File: src/rtl/instr_decode_stage.sv
// Registered instruction decode stage: one-hot control vector, register fields, sticky halt.
// Optional macro DEC_ILLEGAL_TRAP_EN: illegal encodings trap instead of decoding as NOP.
module instr_decode_stage #(
    parameter int IR_W = 8,
    parameter int RF_W = 2
) (
    input  logic            clk,
    input  logic            rst_n,
    input  logic            flush,
    input  logic            in_valid,
    output logic            in_ready,
    input  logic [IR_W-1:0] ir,
    output logic            out_valid,
    input  logic            out_ready,
    output logic [15:0]     op,
    output logic [RF_W-1:0] r1,
    output logic [RF_W-1:0] r2,
    output logic            illegal,
    output logic            halted
);

    localparam logic [RF_W-1:0] ONES = '1;

`ifdef DEC_ILLEGAL_TRAP_EN
    typedef enum logic [1:0] {
        RUN     = 2'd0,
        HALTED  = 2'd1,
        TRAPPED = 2'd2
    } state_t;
`else
    typedef enum logic [1:0] {
        RUN    = 2'd0,
        HALTED = 2'd1
    } state_t;
`endif

    state_t state_q, state_d;

    logic [3:0]      opc;
    logic [RF_W-1:0] f1;
    logic [RF_W-1:0] f2;
    logic [15:0]     dec_op;
    logic            dec_bad;
    logic [15:0]     nxt_op;
    logic            nxt_ill;
    logic            accept;

    assign opc = ir[IR_W-1 -: 4];
    assign f1  = ir[2*RF_W-1 -: RF_W];
    assign f2  = ir[RF_W-1:0];

    generate
        if (IR_W > 4 + 2*RF_W) begin : g_mid
            logic unused_mid;
            assign unused_mid = ^ir[IR_W-5:2*RF_W];
        end
    endgenerate

    always_comb begin
        dec_op  = '0;
        dec_bad = 1'b0;
        unique case (opc)
            4'b1100: begin
                if (f2 == ONES)      dec_op[2] = 1'b1;
                else if (f1 == ONES) dec_op[1] = 1'b1;
                else                 dec_op[0] = 1'b1;
            end
            4'b1001: dec_op[3] = 1'b1;
            4'b0110: dec_op[4] = 1'b1;
            4'b1011: dec_op[5] = 1'b1;
            4'b0101: dec_op[6] = 1'b1;
            4'b1010: begin
                if (f2 == '0)        dec_op[7] = 1'b1;
                else if (f2 == ONES) dec_op[8] = 1'b1;
                else                 dec_bad   = 1'b1;
            end
            4'b0011: begin
                if (f2 == RF_W'(0))      dec_op[9]  = 1'b1;
                else if (f2 == RF_W'(1)) dec_op[10] = 1'b1;
                else if (f2 == RF_W'(2)) dec_op[11] = 1'b1;
                else                     dec_bad    = 1'b1;
            end
            4'b0010: dec_op[12] = 1'b1;
            4'b0100: dec_op[13] = 1'b1;
            4'b0111: dec_op[14] = 1'b1;
            4'b1000: dec_op[15] = 1'b1;
            default: dec_bad = 1'b1;
        endcase
    end

`ifdef DEC_ILLEGAL_TRAP_EN
    assign nxt_op  = dec_op;
    assign nxt_ill = dec_bad;
`else
    // Undefined encodings are squashed to a harmless NOP
    assign nxt_op  = dec_bad ? 16'h4000 : dec_op;
    assign nxt_ill = 1'b0;
`endif

    assign in_ready = (state_q == RUN) && (!out_valid || out_ready) && !flush;
    assign accept   = in_valid && in_ready;
    assign halted   = (state_q != RUN);

    always_comb begin
        state_d = state_q;
        unique case (1'b1)
            flush:                  state_d = RUN;
            accept && nxt_op[15]:   state_d = HALTED;
`ifdef DEC_ILLEGAL_TRAP_EN
            accept && nxt_ill:      state_d = TRAPPED;
`endif
            default:                state_d = state_q;
        endcase
    end

    always_ff @(posedge clk or negedge rst_n) begin
        if (!rst_n) begin
            state_q <= RUN;
        end else begin
            state_q <= state_d;
        end
    end

    always_ff @(posedge clk or negedge rst_n) begin
        if (!rst_n) begin
            out_valid <= 1'b0;
            op        <= '0;
            r1        <= '0;
            r2        <= '0;
            illegal   <= 1'b0;
        end else if (flush) begin
            out_valid <= 1'b0;
            op        <= '0;
            r1        <= '0;
            r2        <= '0;
            illegal   <= 1'b0;
        end else if (accept) begin
            out_valid <= 1'b1;
            op        <= nxt_op;
            r1        <= f1;
            r2        <= f2;
            illegal   <= nxt_ill;
        end else if (out_ready) begin
            out_valid <= 1'b0;
            op        <= '0;
            r1        <= '0;
            r2        <= '0;
            illegal   <= 1'b0;
        end
    end

endmodule

File: config.mk
export PLATFORM = sky130hd
export DESIGN_NAME = instr_decode_stage
export DESIGN_NICKNAME = d
export VERILOG_FILES = /design/src/rtl/instr_decode_stage.sv
export SDC_FILE = /design/constraint.sdc
export NUM_CORES = 1
export LEC_CHECK = 0
export CAP_MARGIN = 20
export CELL_PAD_IN_SITES_DETAIL_PLACEMENT = 1
export CELL_PAD_IN_SITES_GLOBAL_PLACEMENT = 1
export CORE_MARGIN = 4
export CORE_UTILIZATION = 30
export CTS_CLUSTER_SIZE = 28
export DETAILED_ROUTE_END_ITERATION = 7
export PLACE_DENSITY = 0.78
export SYNTH_ARGS = -nofsm -noshare
export SYNTH_HDL_FRONTEND = slang
export SYNTH_SLANG_ARGS = --single-unit
File: constraint.sdc
create_clock -name clk -period 1.05 [get_ports clk]
set_input_delay 0.21 -clock clk [delete_from_list [all_inputs] [get_ports clk]]
set_output_delay 0.21 -clock clk [all_outputs]
set_load 0.005 [all_outputs]
Word level (Yosys, flattened, before mapping)
Index checks and enable logic that the tools add are counted.
- register bits after elaboration: 24
- input port bits: 13
- output and inout port bits: 24
- logic and storage cells: 76
- eq/ne operators: 15
- multiplexer cells: 42
- reductions and logical operators: 13
- operators with widths (cell ; count):
    $mux 16 ; 4
    $mux 1 ; 26
    $eq 4x4->1 const B ; 5
    $eq 4x3->1 const B ; 4
    $mux 2 ; 8
    $reduce_or 9->1 ; 1
    $eq 4x2->1 const B ; 2
    $eq 2x2->1 const B ; 3
    $mux 3 ; 2
    $logic_and 1x1->1 ; 4
    $logic_not 2->1 ; 2
    $pmux 2 s2 ; 1
    $reduce_bool 2->1 ; 2
    $pmux 1 s3 ; 1
    $reduce_bool 3->1 ; 1
    $eq 2x1->1 const B ; 1
    $logic_not 1->1 ; 2
    $logic_or 1x1->1 ; 1

Depth between registers and ports, before layout
Gate-level depths: netlist (run 1).
- depth in word-level cells: 8
- gate-level depth with buffers: 5
- gate-level depth less buffers: 5

Least setup slack after synthesis (run 1)
No wires, ideal clock.
- path kind: flip-flop to flip-flop
- from: register state_q[0]
- to: register op[3]
- library setup time: 92 ps
- data arrival time: 1075 ps
- setup slack: -117 ps
- cell stages (with the launch flop): 6
- clock period less this slack: 1167 ps
- path through: dfrtp_1 > nor2_4 > and3_1 > buf_4 > nand3_2 > o31ai_2
- word-level cells in the longest chain between the ends: 6
- elaborated cells on any way between the ends: 7
- RTL lines (element ; RTL line ; source):
    start: declaration ; 37 ; state_t state_q, state_d;
    start signal: assignment ; 120 ; state_q <= state_d;
    $logic_not 2->1 (*) ; 100 ; assign in_ready = (state_q == RUN) && (!out_valid || out_ready) && !flush;
    $logic_and 1x1->1 (*) (2 in series) ; 100 ;
    $logic_and 1x1->1 (*) ; 101 ; assign accept = in_valid && in_ready;
    $mux 16 ; 137 ; end else if (accept) begin
    $mux 16 ; 131 ; end else if (flush) begin
    end signal: assignment ; 139 ; op <= nxt_op;
    end: declaration ; 15 ; output logic [15:0] op,
Mark *: on every way between the ends. The rest lies on a longest branch, timed or not.
A chain may end at the register's enable or synchronous reset.

Worst setup path in the final report (run 1)
- from: register state_q[0]
- to: register op[9]
The elaborated chain is that of the path after synthesis.

==> results of run 1 <==
==> cells in the mapped netlist, types with 2 or more instances <==
cell type,instances,area (um^2)
inv_1,4,15.0
ha_1,4,50.1
o21ai_0,7,35.0
nand2b_1,2,12.5
a22o_1,13,114
nor4_2,2,25.0
nand2_1,9,33.8
nor2b_1,2,12.5
buf_4,3,22.5
dfrtp_1,22,551
a32o_1,2,20.0
buf_2,2,10.0
nor2_1,5,18.8
==> final timing paths <==
path                                        start                  to  cells after the start
setup reg to reg           state_q[0]$_DFFE_PN0P_   op[9]$_DFFE_PN0P_                      7
min in group clk                            ir[1]   r2[1]$_DFFE_PN0P_                      3
hold reg to reg                op[13]$_DFFE_PN0P_  op[13]$_DFFE_PN0P_                      2
setup / recovery           state_q[0]$_DFFE_PN0P_   op[9]$_DFFE_PN0P_                      7
hold / removal                              rst_n   op[2]$_DFFE_PN0P_                      2
max in group asynchronous                   rst_n  op[12]$_DFFE_PN0P_                      2
==> stage by stage <==
| step | setup TNS (ns) | total power, W | hold slack [ns] | setup slack, ns |
|---|---|---|---|---|
| floorplan | -0.941 | 0.00101 | -0.0856 | -0.113 |
| global placement | -12.52 | 0.00125 | 0.462 | -0.626 |
| detailed placement | -14.26 | 0.00126 | 0.486 | -0.682 |
| CTS | -8.10 | 0.00198 | 0.225 | -0.468 |
| global route | -10.45 | 0.00209 | 0.214 | -0.531 |
| finish | -7.84 | 0.00199 | 0.214 | -0.469 |
==> kinds of logic after synthesis <==
logic type,count (synthesis),synth area share [%]
other,1,0.357
buffers and inverters,9,4.53
AND/OR/NAND/NOR,28,17.4
flip-flops,22,52.4
adder cells (fa/ha/maj),4,4.77
AO/OA/AOI/OAI,28,20.5
==> report_power, final <==
group	switching (W)	total (W)	leakage, nW	internal, W
clock	0.000280	0.000665	0.0279	0.000386
sequential	0.0000122	0.000878	0.303	0.000866
combinational	0.000215	0.000451	0.672	0.000236
total	0.000507	0.00199	1.00	0.00149
==> sequential cells by signal, indices dropped and copies added, names as in the netlist <==
register	cells
op	16
out_valid	1
r1	2
r2	2
state_q	1
==> routing by layer <==
layer | vias to the layer above | share of wire, %
li1 | 501 | -
met1 | 545 | 38
met2 | 24 | 57
met3 | 6 | 2.7
met4 | 0 | 2.1
met5 | - | 0
==> timing repair <==
| action | CTS | global route |
|---|---|---|
| resized for setup | 127 | 9 |
| setup buffers | 11 | 7 |
| gates cloned | 2 | 0 |
| setup endpoints to repair | 45 | 45 |
| pin swaps | 10 | 9 |
| hold endpoints to repair | 0 | 0 |
==> final cells by class <==
type                    count  area, um^2  share of cell area [%]
repair buffers             87         688                    35.6
flip-flops and latches     22         551                    28.4
well taps                  46        57.6                    2.97
clock inverters             1        30.0                    1.55
inverters                   4        15.0                   0.776
multi-input cells          61         572                    29.5
clock buffers               3        22.5                    1.16
==> metrics.md, run 1 <==
| Metric | Value |
|---|---|
| Ys flop type | dfrtp_1 |
| Critical Path RT | 1.31 ns |
| Synth Register Bits | 22 |
| # fillers | 402 |
| Io pins | 37 |
| Met2 global-route usage | 39.4% |
| Core area | 3360 um^2 |
| Gate count after technology mapping | 92 |
| Vias | 1,076 |
| Worst Path Arrival | 1.78 ns |
| Min Clock Period, post-route | 1.52 ns |
| Fin nets | 196 |
| Gr ovfl total | 0 |
| Syn avg cell area | 11.4 um^2 |
| GR peak layer | met2 |
| Clk buf depth | 2 |
| Via density | 4.80 |
| Detail Route Antenna Nets | 0 |
| Initial DRC Count | 32 |
| Critical-path cell list | buf_6, nor2_4, buf_6, buf_6, nand4_1, nor3_4, a22o_1 |
| Synth Cell Area | 1050 um^2 |
| Design area | 1940 um^2 |
| Buffers on Ports | 35 |
| Worst vdd ir | 0.707 mV |
| Detailed Routing Iterations Pass 1 | 4 |
| Violated checks | setup timing |
| Most common cell after layout, fill and taps aside | buf_4 |
| Seq/Total Area, Yosys | 52.4% |
| CTS tree | yes |
| Most frequent cell on the critical path | buf_6 |
| Hold/Removal Path Class | in2async |
| R2r setup slk | -0.47 ns |
| Die area | 4510 um^2 |
| Fin cells | 224 |
| Fin. max-slew vios | 0 |
| Layout cells sized above 1 | 56.2% |
| Setup repair after global routing missed its margin | true |
| Root buffer cell | clkbuf_4 |
| Vias in the first global route | 1,240 |
| Dpl cells | 203 |
| CP peak stage delay | 0.41 ns |
| Clk_lat worst skew | 0.31 ns |
| Crit Path Class | reg2reg |
| Final Cycle Share | 145% |
| Synth unique cells | 28 |
| Ant diodes | 0 |
| Status | finished, violations left |
| First-pass GRT wire length | 6.56 mm |
| Leakage power | 1.00 nW |
| Met1 Track Usage GR | 21.1% |
| DP Area | 1710 um^2 |
| CTS sink count | 22 |
| Synth-to-Final Area Change | 84.4% |
| Worst setup EP type | flop |
| Achievable frequency | 0.658 GHz |
| Die width | 67.2 um |
| Drc violations | 0 |
| Commonest cells after routing, fill and taps aside | 40 x buf_4, 22 x dfrtp_1, 20 x buf_2 |
| Global-route total usage across every layer | 19.9% |
| Wire per inst | 18.2 um |
| YS warnings | 0 |
| Async SR Flop Fraction | 100% |
| Power per Cell Area | 1030 nW/um^2 |
| Total wire length | 4.08 mm |
| Clock transition at path regs | 0.14 ns |
| Startpoint type of the worst setup path | flop |
| Rows | 21 |
| Number of flops mapped to enable cells by yosys | 0 |
| Buf+Inv Stages, Crit Path | 3 |
| Initial Util | 31.2% |
| Gpl congestion | 0.862 |
| Crit Path Max Fanout | 3 |
| HPWL after detailed placement | 2.55 mm |
| CTS Buf Count | 3 |
| CTS Hold Bufs | 0 |
| CP top delay family | simple AND/OR/NAND/NOR gates |
| Largest net degree at the start of global routing | 23 |
| Fin. Hold Viols | 0 |
| Synthesized net count | 109 |
| Fin util | 57.6% |
| Met3 usage | 3.33% |
| Initial antenna violation count | 0 |
| CTS HTree Levels | 1 |
| Total of max-cap violations | 0 |
| Worst Clk Skew | 0.00830 ns |
| Setup ws final | -0.469 ns |
| Slowest cell on the critical path | dfrtp_1 |
| Final setup fails | 37 |
| Die span in y | 67.2 um |
(Power assumes the default switching activity.)
==> inputs of run 2 (changes only) <==
--- a/config.mk
+++ b/config.mk
@@ -9,10 +9,11 @@
 export CELL_PAD_IN_SITES_DETAIL_PLACEMENT = 1
 export CELL_PAD_IN_SITES_GLOBAL_PLACEMENT = 1
 export CORE_MARGIN = 4
-export CORE_UTILIZATION = 30
+export CORE_UTILIZATION = 33
 export CTS_CLUSTER_SIZE = 28
 export DETAILED_ROUTE_END_ITERATION = 7
-export PLACE_DENSITY = 0.78
+export GPL_TIMING_DRIVEN = 0
+export PLACE_DENSITY = 0.81
 export SYNTH_ARGS = -nofsm -noshare
 export SYNTH_HDL_FRONTEND = slang
 export SYNTH_SLANG_ARGS = --single-unit
==> constraint.sdc (replaced) <==
create_clock -name clk -period 1.7 [get_ports clk]
set_input_delay 0.34 -clock clk [delete_from_list [all_inputs] [get_ports clk]]
set_output_delay 0.34 -clock clk [all_outputs]
set_load 0.005 [all_outputs]
==> metrics.md, run 2 (synthesized netlist as in run 1, its figures left out) <==
| Metric | Value |
|---|---|
| Status | finished, final reports clean (was finished, violations left) |
| R2r setup slk | 0.29 ns (was -0.47 ns) |
| Reg2reg end | op[1]$_DFFE_PN0P_ (was op[9]$_DFFE_PN0P_) |
| P_int | 0.000860 W (was 0.00149 W) |
| Via density | 4.93 (was 4.80) |
| Psw | 0.000268 W (was 0.000507 W) |
| Comb pwr share | 15.1% (was 22.6%) |
| Crit Path Class | in2out (was reg2reg) |
| Buffers on Ports | 34 (was 35) |
| Slowest cell on the critical path | clkdlybuf4s50_1 (was dfrtp_1) |
| CTS sink count | 22 (unchanged) |
| Fin. max-slew vios | 0 (unchanged) |
| R2R depth | 5 (was 7) |
| Flop pwr share | 48.3% (was 44.0%) |
| CTS Buf Count | 3 (unchanged) |
| Reg-to-reg startpoint | state_q[0]$_DFFE_PN0P_ (unchanged) |
| Power per Cell Area | 728 nW/um^2 (was 1030 nW/um^2) |
| Worst Path Arrival | 1.31 ns (was 1.78 ns) |
| Hold/Removal Path Class | in2async (unchanged) |
| Detailed Routing Iterations Pass 1 | 4 (unchanged) |
| Min Clock Period, post-route | 1.65 ns |
| Largest Register | op (unchanged) |
| Final Cycle Share | 96.9% |
| CTS Hold Bufs | 0 (unchanged) |
| Die width | 64.4 um (was 67.2 um) |
| Die area | 4150 um^2 (was 4510 um^2) |
| Largest net degree at the start of global routing | 23 (unchanged) |
| Total wire length | 2.85 mm (was 4.08 mm) |
| Rows | 20 (was 21) |
| Layout cells sized above 1 | 15.8% (was 56.2%) |
| Global-route total usage across every layer | 14.9% (was 19.9%) |
| Critical Path RT | 1.36 ns (was 1.31 ns) |
| Clk buf depth | 2 (unchanged) |
| Io pins | 37 (unchanged) |
| First-pass GRT wire length | 4.75 mm (was 6.56 mm) |
| Clk_lat worst skew | 0.32 ns (was 0.31 ns) |
| Fin. Hold Viols | 0 (unchanged) |
| DP Area | 1450 um^2 (was 1710 um^2) |
| Vias | 873 (was 1,076) |
| Most common cell after layout, fill and taps aside | clkdlybuf4s50_1 (was buf_4) |
| Design area | 1550 um^2 (was 1940 um^2) |
| Max reg flops | 16 (unchanged) |
| Setup ws final | 0.0528 ns (was -0.469 ns) |
| Worst setup EP type | primary output (was flop) |
| Leakage power | 0.696 nW (was 1.00 nW) |
| Top flop regs | op (16), r1 (2), r2 (2) (unchanged) |
| Synth-to-Final Area Change | 47.4% (was 84.4%) |
| Ant diodes | 0 (unchanged) |
| Achievable frequency | 0.607 GHz |
| Critical-path cell list | clkdlybuf4s50_1, nand2b_4, and2_1, dlygate4sd2_1 (was buf_6, nor2_4, buf_6, buf_6, nand4_1, nor3_4, a22o_1) |
| Drc violations | 0 (unchanged) |
| Total of max-cap violations | 0 (unchanged) |
| Root buffer cell | clkbuf_4 (unchanged) |
| Gpl congestion | 0.756 (was 0.862) |
| Initial antenna violation count | 0 (unchanged) |
| Startpoint type of the worst setup path | input pin (was flop) |
| Die span in y | 64.4 um (was 67.2 um) |
| Worst Setup EP | in_ready (was op[9]$_DFFE_PN0P_) |
| Total power | 0.00113 W (was 0.00199 W) |
| Initial DRC Count | 30 (was 32) |
| HPWL after detailed placement | 2.01 mm (was 2.55 mm) |
| Initial Util | 34.4% (was 31.2%) |
| Wire per inst | 16.1 um (was 18.2 um) |
| Critical path startpoint | out_ready (was state_q[0]$_DFFE_PN0P_) |
| Detail Route Antenna Nets | 0 (unchanged) |
| CTS HTree Levels | 1 (unchanged) |
| Vias in the first global route | 890 (was 1,240) |
| CP peak stage delay | 0.42 ns (was 0.41 ns) |
| Clock transition at path regs | 0.12 ns (was 0.14 ns) |
| CTS tree | yes (unchanged) |
| Final setup fails | 0 (was 37) |
| Pre-CTS setup slack | -0.316 ns (was -0.682 ns) |
| Setup repair after global routing missed its margin | false (was true) |
| Clock share of power | 36.6% (was 33.4%) |
| Gr ovfl total | 0 (unchanged) |
| Worst vdd ir | 0.359 mV (was 0.707 mV) |
| Fin nets | 151 (was 196) |
| Sw frac | 23.7% (was 25.4%) |
| Core area | 3050 um^2 (was 3360 um^2) |
| Commonest cells after routing, fill and taps aside | 32 x clkdlybuf4s50_1, 21 x dfrtp_1, 13 x a22o_1 (was 40 x buf_4, 22 x dfrtp_1, 20 x buf_2) |
| Worst Clk Skew | 0.00625 ns (was 0.00830 ns) |
| Crit Path Max Fanout | 2 (was 3) |
[run 2: cell types whose count changed in the layout (fill, tap and decap cells not counted), sizes merged]
cell	change
clkdlybuf4s50	+23
dlymetal6s2s	+1
buf	-66
dlygate4sd2	-2
clkbuf	-1
[run 2: worst min-delay path by stage]
stage	start	end	slack, ns
5_1_grt	rst_n	op[5]$_DFFE_PN0P_	0.29
6_report	rst_n	op[5]$_DFFE_PN0P_	0.28
3_5_place_dp	op[4]$_DFFE_PN0P_	op[4]$_DFFE_PN0P_	0.47
3_3_place_gp	op[12]$_DFFE_PN0P_	op[12]$_DFFE_PN0P_	0.46
2_1_floorplan	rst_n	op[0]$_DFFE_PN0P_	0.04
4_1_cts	ir[4]	op[3]$_DFFE_PN0P_	0.33
[run 2: cell type report]
class / count / area [um^2]
clock inverter: 1 / 30.0
multi-input combinational: 61 / 457
inverter: 4 / 15.0
sequential: 22 / 552
clock buffer: 3 / 22.5
tap: 44 / 55.1
buffer: 5 / 32.5
timing repair buffer: 37 / 384
fill: 347 / 1510
[run 2: power by group through the flow]
stage | registers (W) | clock network (W) | logic (W)
global route | 0.000546 | 0.000445 | 0.000187
CTS | 0.000545 | 0.000425 | 0.000162
detailed placement | 0.000554 | 0 | 0.000157
floorplan | 0.000553 | 0 | 0.0000646
global placement | 0.000553 | 0 | 0.000156
finish | 0.000545 | 0.000413 | 0.000170
[run 2: metal layers]
layer,vias up,GRT usage (%),share of wire (%)
met3,2,3.87,6.0
met2,30,23.2,47
met1,433,19.9,45
li1,408,-,-
met4,0,5.54,1.3
met5,-,0,0
[run 2: per-stage QoR]
| stage | setup TNS, ns | hold WS [ns] | instances | util [%] |
|---|---|---|---|---|
| after floorplan | 0 | 0.0444 | 92 | - |
| final | 0 | 0.283 | 177 | 50.7 |
| after CTS | 0 | 0.325 | 175 | 49.4 |
| after global routing | 0 | 0.288 | 177 | 50.7 |
| after detailed placement | -1.77 | 0.473 | 170 | 47.3 |
| after global placement | -0.963 | 0.462 | 170 | 47.3 |
[run 2: repair_timing]
item,CTS,global route
endpoints found under the setup margin,1,2
cloned,0,0
pin swaps,1,0
resized for setup,2,2
buffers inserted,1,1
[run 2: worst max-delay path, delay by kind of cell]
| family | cells | cell delay [ns] |
|---|---|---|
| buf+inv | 2 | 0.68 |
| simple gates | 2 | 0.29 |
